[src/rtl/lsu_ctrl.sv]
// Load/store sequencer between the MIPS32 EX/MEM stage and a req/ack data memory port.
// Optional ack timeout with bus_err reporting is built when LSU_TIMEOUT_EN is defined.
module lsu_ctrl #(
   parameter int TIMEOUT = 16
) (
   input  logic        clock,
   input  logic        reset,
   input  logic        start,
   input  logic        store,
   input  logic [2:0]  op,
   input  logic [31:0] addr,
   input  logic [31:0] wdata,
   output logic        stall,
   output logic        done,
   output logic [31:0] rdata,
   output logic        addr_err,
   output logic        bus_err,
   output logic        mem_req,
   output logic        mem_we,
   output logic [31:0] mem_addr,
   output logic [3:0]  mem_be,
   output logic [31:0] mem_wdata,
   input  logic        mem_ack,
   input  logic [31:0] mem_rdata
);

   typedef enum logic [1:0] {IDLE, ACCESS, DONE, ERR} state_t;

   state_t      state;
   logic        misaligned;
   logic [3:0]  st_be;
   logic [31:0] st_wdata;
   logic        l_store;
   logic [2:0]  l_op;
   logic [1:0]  l_lane;

   if (TIMEOUT < 2 || TIMEOUT > 255) begin : g_timeout_range
      $error("lsu_ctrl: TIMEOUT must be within 2..255");
   end

   // NOTE: every always_comb output gets a default first so no path can infer a latch.
   always_comb begin
      misaligned = 1'b0;
      st_be      = 4'b1111;
      st_wdata   = wdata;
      case (op[1:0])
         2'b00: begin
            st_be    = 4'b1000 >> addr[1:0];
            st_wdata = {4{wdata[7:0]}};
         end
         2'b01: begin
            misaligned = addr[0];
            st_be      = addr[1] ? 4'b0011 : 4'b1100;
            st_wdata   = {2{wdata[15:0]}};
         end
         2'b10:   misaligned = |addr[1:0];
         default: misaligned = 1'b1;
      endcase
   end

   assign stall = (state == ACCESS) || (state == IDLE && start && !misaligned);

   // Big-endian lane select: lane 0 is the most significant byte of the word.
   function automatic logic [31:0] load_value(input logic [31:0] word,
                                              input logic [2:0]  lop,
                                              input logic [1:0]  lane);
      logic [7:0]  b;
      logic [15:0] h;
      logic [31:0] r;
      case (lane)
         2'd0:    b = word[31:24];
         2'd1:    b = word[23:16];
         2'd2:    b = word[15:8];
         default: b = word[7:0];
      endcase
      h = lane[1] ? word[15:0] : word[31:16];
      case (lop[1:0])
         2'b00:   r = {{24{b[7] & ~lop[2]}}, b};
         2'b01:   r = {{16{h[15] & ~lop[2]}}, h};
         default: r = word;
      endcase
      return r;
   endfunction

`ifdef LSU_TIMEOUT_EN
   localparam logic [7:0] TMO_LAST = 8'(TIMEOUT - 1);
   logic [7:0] tmo_cnt;
`else
   assign bus_err = 1'b0;
`endif

   // NOTE: sequential state uses non-blocking assignments only, so every register samples pre-edge values.
   always_ff @(posedge clock or posedge reset) begin
      if (reset) begin
         state     <= IDLE;
         done      <= 1'b0;
         addr_err  <= 1'b0;
         rdata     <= '0;
         mem_req   <= 1'b0;
         mem_we    <= 1'b0;
         mem_addr  <= '0;
         mem_be    <= '0;
         mem_wdata <= '0;
         l_store   <= 1'b0;
         l_op      <= '0;
         l_lane    <= '0;
`ifdef LSU_TIMEOUT_EN
         bus_err   <= 1'b0;
         tmo_cnt   <= '0;
`endif
      end else begin
         done     <= 1'b0;
         addr_err <= 1'b0;
`ifdef LSU_TIMEOUT_EN
         bus_err  <= 1'b0;
`endif
         case (state)
            IDLE: begin
               if (start) begin
                  if (misaligned) begin
                     state    <= ERR;
                     addr_err <= 1'b1;
                  end else begin
                     state     <= ACCESS;
                     mem_req   <= 1'b1;
                     mem_we    <= store;
                     mem_addr  <= {addr[31:2], 2'b00};
                     mem_be    <= store ? st_be : 4'b1111;
                     mem_wdata <= store ? st_wdata : '0;
                     l_store   <= store;
                     l_op      <= op;
                     l_lane    <= addr[1:0];
`ifdef LSU_TIMEOUT_EN
                     tmo_cnt   <= '0;
`endif
                  end
               end
            end
            ACCESS: begin
               // An ack on the limit cycle still completes normally.
               if (mem_ack) begin
                  state   <= DONE;
                  mem_req <= 1'b0;
                  mem_we  <= 1'b0;
                  done    <= 1'b1;
                  if (!l_store) rdata <= load_value(mem_rdata, l_op, l_lane);
               end
`ifdef LSU_TIMEOUT_EN
               else if (tmo_cnt == TMO_LAST) begin
                  state   <= IDLE;
                  mem_req <= 1'b0;
                  mem_we  <= 1'b0;
                  bus_err <= 1'b1;
               end else begin
                  tmo_cnt <= tmo_cnt + 8'd1;
               end
`endif
            end
            DONE:    state <= IDLE;
            default: state <= IDLE;
         endcase
      end
   end

endmodule

[config.mk]
export PLATFORM = sky130hd
export DESIGN_NAME = lsu_ctrl
export DESIGN_NICKNAME = d
export VERILOG_FILES = /design/src/rtl/lsu_ctrl.sv
export SDC_FILE = /design/constraint.sdc
export NUM_CORES = 1
export LEC_CHECK = 0
export CORE_ASPECT_RATIO = 0.7
export CORE_MARGIN = 4
export CORE_UTILIZATION = 43
export CTS_CLUSTER_DIAMETER = 120
export CTS_CLUSTER_SIZE = 40
export DETAILED_ROUTE_END_ITERATION = 8
export DONT_BUFFER_PORTS = 1
export PLACE_DENSITY_LB_ADDON = 0.3
export SLEW_MARGIN = 0
export SYNTH_ARGS = -nofsm -noshare
export SYNTH_HDL_FRONTEND = slang
export SYNTH_SLANG_ARGS = --single-unit
[constraint.sdc]
create_clock -name clock -period 3.9 [get_ports clock]
set_input_delay 0.195 -clock clock [delete_from_list [all_inputs] [get_ports clock]]
set_output_delay 0.195 -clock clock [all_outputs]
set_load 0.005 [all_outputs]
; ---- Word-level counts from Yosys, hierarchy flattened
; Index checks and enable logic that the tools add are counted.
[op_classes]
reduce_logical = 14
mux = 28
bitwise_logic = 5
n_eq_ne = 9
shift = 1
[ops]
columns = op, count
row1 = one-hot mux 32 bit (2 select lines), 2
row2 = two-way mux 32 bit, 1
row3 = two-way mux 8 bit, 3
row4 = one-hot mux 8 bit (3 select lines), 1
row5 = two-way mux 16 bit, 1
row6 = two-way mux 1 bit, 10
row7 = "== test 2 x 1 -> 1 bit, second input constant", 4
row8 = zero test 2 bit, 4
row9 = two-way mux 4 bit, 2
row10 = one-hot mux 4 bit (2 select lines), 1
row11 = two-way mux 2 bit, 3
row12 = "inequality test 2 bit, second input constant", 3
row13 = AND reduction 3 bit, 2
row14 = "== test 2 bit, second input constant", 2
row15 = one-hot mux 1 bit (2 select lines), 2
row16 = one-hot mux 2 bit (2 select lines), 1
row17 = AND reduction 4 bit, 1
row18 = ">> shifter 4 x 2 -> 4 bit, first input constant", 1
row19 = inverter 1 bit, 3
row20 = one-hot mux 1 bit (3 select lines), 1
row21 = AND 1 bit, 2
row22 = logical AND 1 bit, 2
row23 = AND reduction 2 bit, 1
row24 = nonzero test 2 bit, 1
row25 = 3 further kinds, 3
[word_totals]
elab_cells = 69
input_bits = 104
output_inout_bits = 106
regBits = 110

; ---- Depth between registers and ports, before layout
[depth]
depth_word = 7
mapped_depth = 7
ltp_nobuf = 4

; ---- Least setup slack after synthesis
; No wires, ideal clock.
[synth_path]
path_type = register to register
from = reg state[1]
to = reg rdata[10]
arrival_time_ps = 1510
stages_incl_launch_ff = 6
path_buffers = 1
synth_period_minus_slack_ps = 1656
setup_ps = 146
setup_slack_ps = 2244
required_time_ps = 3754
path_cell_list = dfrtp_1 -> nand3b_1 -> or2_2 -> buf_2 -> a211oi_2 -> a211oi_1
[synth_between]
elab_chain_cells = 2
[synth_lines]
columns = element, line
row1 = from (decl), 29  ; state_t state;
row2 = from (signal assigned), 95  ; state <= IDLE;
row3 = from (signal assigned), 121  ; state <= ERR;
row4 = from (signal assigned), 124  ; state <= ACCESS;
row5 = == test 2 x 1 -> 1 bit, 117  ; case (state)
row6 = AND reduction 3 bit (no source line), --
row7 = to (signal assigned), 146  ; if (!l_store) rdata <= load_value(mem_rdata, l_op, l_lane);
row8 = to (decl), 15  ; output logic [31:0] rdata,
; Every way passes these cells.
; A chain may end at the register's enable or synchronous reset.

; ---- Worst setup path after layout
[layout_path]
from = reg state[1]
to = out stall
[layout_between]
elab_chain_cells = 4
elab_cells_between_ends = 5
cone_classes = eq/ne: 1 / reduce/logical: 4
[layout_lines]
columns = element, line
row1 = zero test 2 bit, 61  ; assign stall = (state == ACCESS) || (state == IDLE && start && !misaligned);
row2 = logical AND 1 bit (2 in a row), 61
row3 = logical OR 1 bit (*), 61
row4 = to (decl), 13  ; output logic stall,
; Mark *: on every way between the ends. The rest lies on a longest branch, timed or not.

==> results.md <==
- Gr ovfl total: 0
- Die area: 0.0142 mm^2
- Fin worst setup slack: 1160 ps
- Die Width: 141 um
- Combined area of the multi-input logic cells: 0.00231 mm^2
- Launching element of the worst setup path: state[1]
- Total of max-cap violations: 0
- Initial antenna violation count: 0
- Required time reported for the critical path endpoint: 3700 ps
- Arr. time, crit path: 2540 ps
- Kind of end point of the critical path: output pin
- Global-route total usage across every layer: 0.203
- Library cell contributing the largest single delay on the critical path: or2_4
- Post-Route Setup TNS: 0 ps
- Critical path cell sequence: nor2_1 -> nand2_1 -> buf_4 -> or2_4 -> o21ai_0
- Depth of the CTS H-tree: 3
- Flops & latches, synth: 110
- CTS root buf: clkbuf_16
- First DRT Iteration DRCs: 362
- N_diodes: 0
- Final Net Count: 638
- CTS tree: yes
- Post-detailed-placement half-perimeter wirelength: 10.0 mm
- Detail-routed net length per standard cell: 21.4 um
- Max frequency: 366 MHz
- Clock skew: roughly 9.1 ps
- Pin count of the biggest net entering global routing: 81
- Largest stage delay on the critical path: 930 ps
- Largest vdd supply drop: 307 uV
- Final Setup Violations: 0
- Worst Setup Slack post-DPL: about 1500 ps
- CTS clock-pin slew for the worst setup and hold paths: 70 ps
- Total power per unit cell area: 728 mW/mm^2
- Clock insertion delay at the later pin of the skew report: 340 ps
- Cell count after synthesis: 500
- Num Clock Sinks: between 100 and 150
- Result of the run: finished, violations left
- YS warnings: 0
- Slew headroom: 0.252
- Pin slew with the least headroom to its limit: 1120 ps
- Antenna Violating Nets Remaining: 0
- Critical Setup Path Class: reg -> out
- TritonCTS buffer count: 9
- Final worst path period share: 0.701
- Initial Util: 0.447
- Final Slew Violations: 0
- Fin util: 0.520
- Signed area change from the synthesized netlist to the final layout: 16.4%
- Final Routed Wirelength: approximately 15 mm
- Std-Cell Rows: 33
- Class of the worst hold path: in -> async
- R2r startpoint: state[1]
- Core ar.: 0.0119 mm^2
- Number of placed instances, taps included: 623
- Number of hold violations in the final report: 60
- Leakage power total: 2.73 nW
- Number of library cell types mapped by synthesis: 38
- Leading cell type in the layout, fill and taps excluded: dfrtp_1
- Time the worst path needs with I/O delays and setup: 2740 ps
- Crit-path leading delay family: simple AND/OR/NAND/NOR gates
- Initial DRT Pass Iterations: 5
- Mean cell area of the mapped netlist: 10.6 um^2
- Unrepaired setup endpoints after global routing: false
- Number of fill cells in the layout: between 1000 and 1500
- Weighted congestion at the end of routability-driven global placement: between 0.8 and 0.9
- Share of final-layout standard cells stronger than drive strength 1: 0.128
- Number of gates resized after CTS: 0
- Sequential area share after synthesis: 0.518
- Die Height: 101 um
- Vias per cell: 5.80
- Buffers plus inverters on the worst setup path: 1
- Wire length of the first global-routing pass: about 23 mm
- Worst Path Max Fanout: 75
- Via count of the routed design: 4032
- Power, Total: roughly 4.5 mW
- Leading cell types in the layout, fill and taps excluded: dfrtp_1 (110), o21ai_0 (81), dlygate4sd3_1 (57)
- Max Buffers Root-to-Sink: 2
- IO Count: 210
- Number of global-route vias before repair: 4029
- Post-place instance area: 0.00534 mm^2
- Detailed-route DRC error count: 0
- Register area: 0.00275 mm^2
- Failing checks: negative hold slack
- Count of input and output buffers: 0
- Cell area after layout: 0.00618 mm^2
- Netlist area before placement: around 0.0053 mm^2
- Worst setup SP type: flip-flop
- Final instance count without filler cells: 695
- Hold slack: -64.7 ps
metal layers:
metal | global-route usage | wire length (um) | vias to the layer above
met2 | 0.294 | 6590 | 215
met4 | 0.0685 | 316 | 0
li1 | - | - | 1807
met1 | 0.283 | 6530 | 1976
met5 | 0 | 0 | -
met3 | 0.0759 | 1410 | 34
cells in the mapped netlist, drive strengths merged:
master  count  share of area
dfrtp     110           0.52
o21ai      82          0.078
nand2      56          0.040
mux2       39           0.11
nor2       35          0.028
mux2i      34          0.064
a21oi      32          0.033
clkbuf     23          0.016
buf        18          0.027
o31ai      16          0.023
inv         9         0.0064
nand2b      8         0.0094
a211oi      7          0.011
nor3b       7         0.0099
or3         6         0.0071
nand3b      3         0.0042
or2         3         0.0040
nor3        2         0.0019
a221oi      1         0.0016
a22o        1         0.0016
a22oi       1         0.0014
a32oi       1         0.0016
clkinv      1        0.00071
conb        1        0.00071
nor2b       1         0.0012
nor4bb      1         0.0019
o22ai       1         0.0012
o32a        1         0.0019
cell type report:
type | instances | share of cell area
timing repair buffer | 62 | 0.0983
clock buffer | 9 | 0.0364
clock inverter | 6 | 0.00749
inverter | 10 | 0.00648
tap | 157 | 0.0318
multi-input combinational | 341 | 0.374
sequential | 110 | 0.445
logic make-up (layout without fill, tap and decap cells):
family                 count (synthesis)  in the layout  synth area share
buffers and inverters                 51             87            0.0500
AO/OA/AOI/OAI                        143            143             0.154
multiplexers                          73             73             0.170
other                                  1              3          0.000706
flip-flops                           110            110             0.518
AND/OR/NAND/NOR                      122            122             0.107
final timing paths:
kind                       slack (ps)           end  cells after the start
min                               -60  mem_addr[14]                      1
max in group asynchronous        2900          done                      2
max                              1160         stall                      5
min in group clock                 10  mem_wdata[6]                      2
min reg2reg                       520      rdata[0]                      2
max reg2reg                      1490  mem_addr[31]                      5
what timing repair did:
action	4_1_cts	5_1_grt
buffers inserted	0	0
endpoints found under the setup margin	0	0
hold buffers	56	1
endpoints found under the hold margin	62	1
sequential cells by signal (all words and copies together), names as in the netlist:
register / flops
rdata: 32
addr_err: 1
state: 2
mem_wdata: 32
done: 1
l_lane: 2
mem_we: 1
mem_addr: 30
mem_req: 1
l_op: 3
mem_be: 4
l_store: 1
power breakdown:
| group | internal [mW] | total [mW] | switching (mW) |
|---|---|---|---|
| Sequential | 1.71 | 2.27 | 0.558 |
| Combinational | 0.697 | 1.38 | 0.684 |
| Clock | 0.435 | 0.852 | 0.417 |
(Power assumes the default switching activity.)
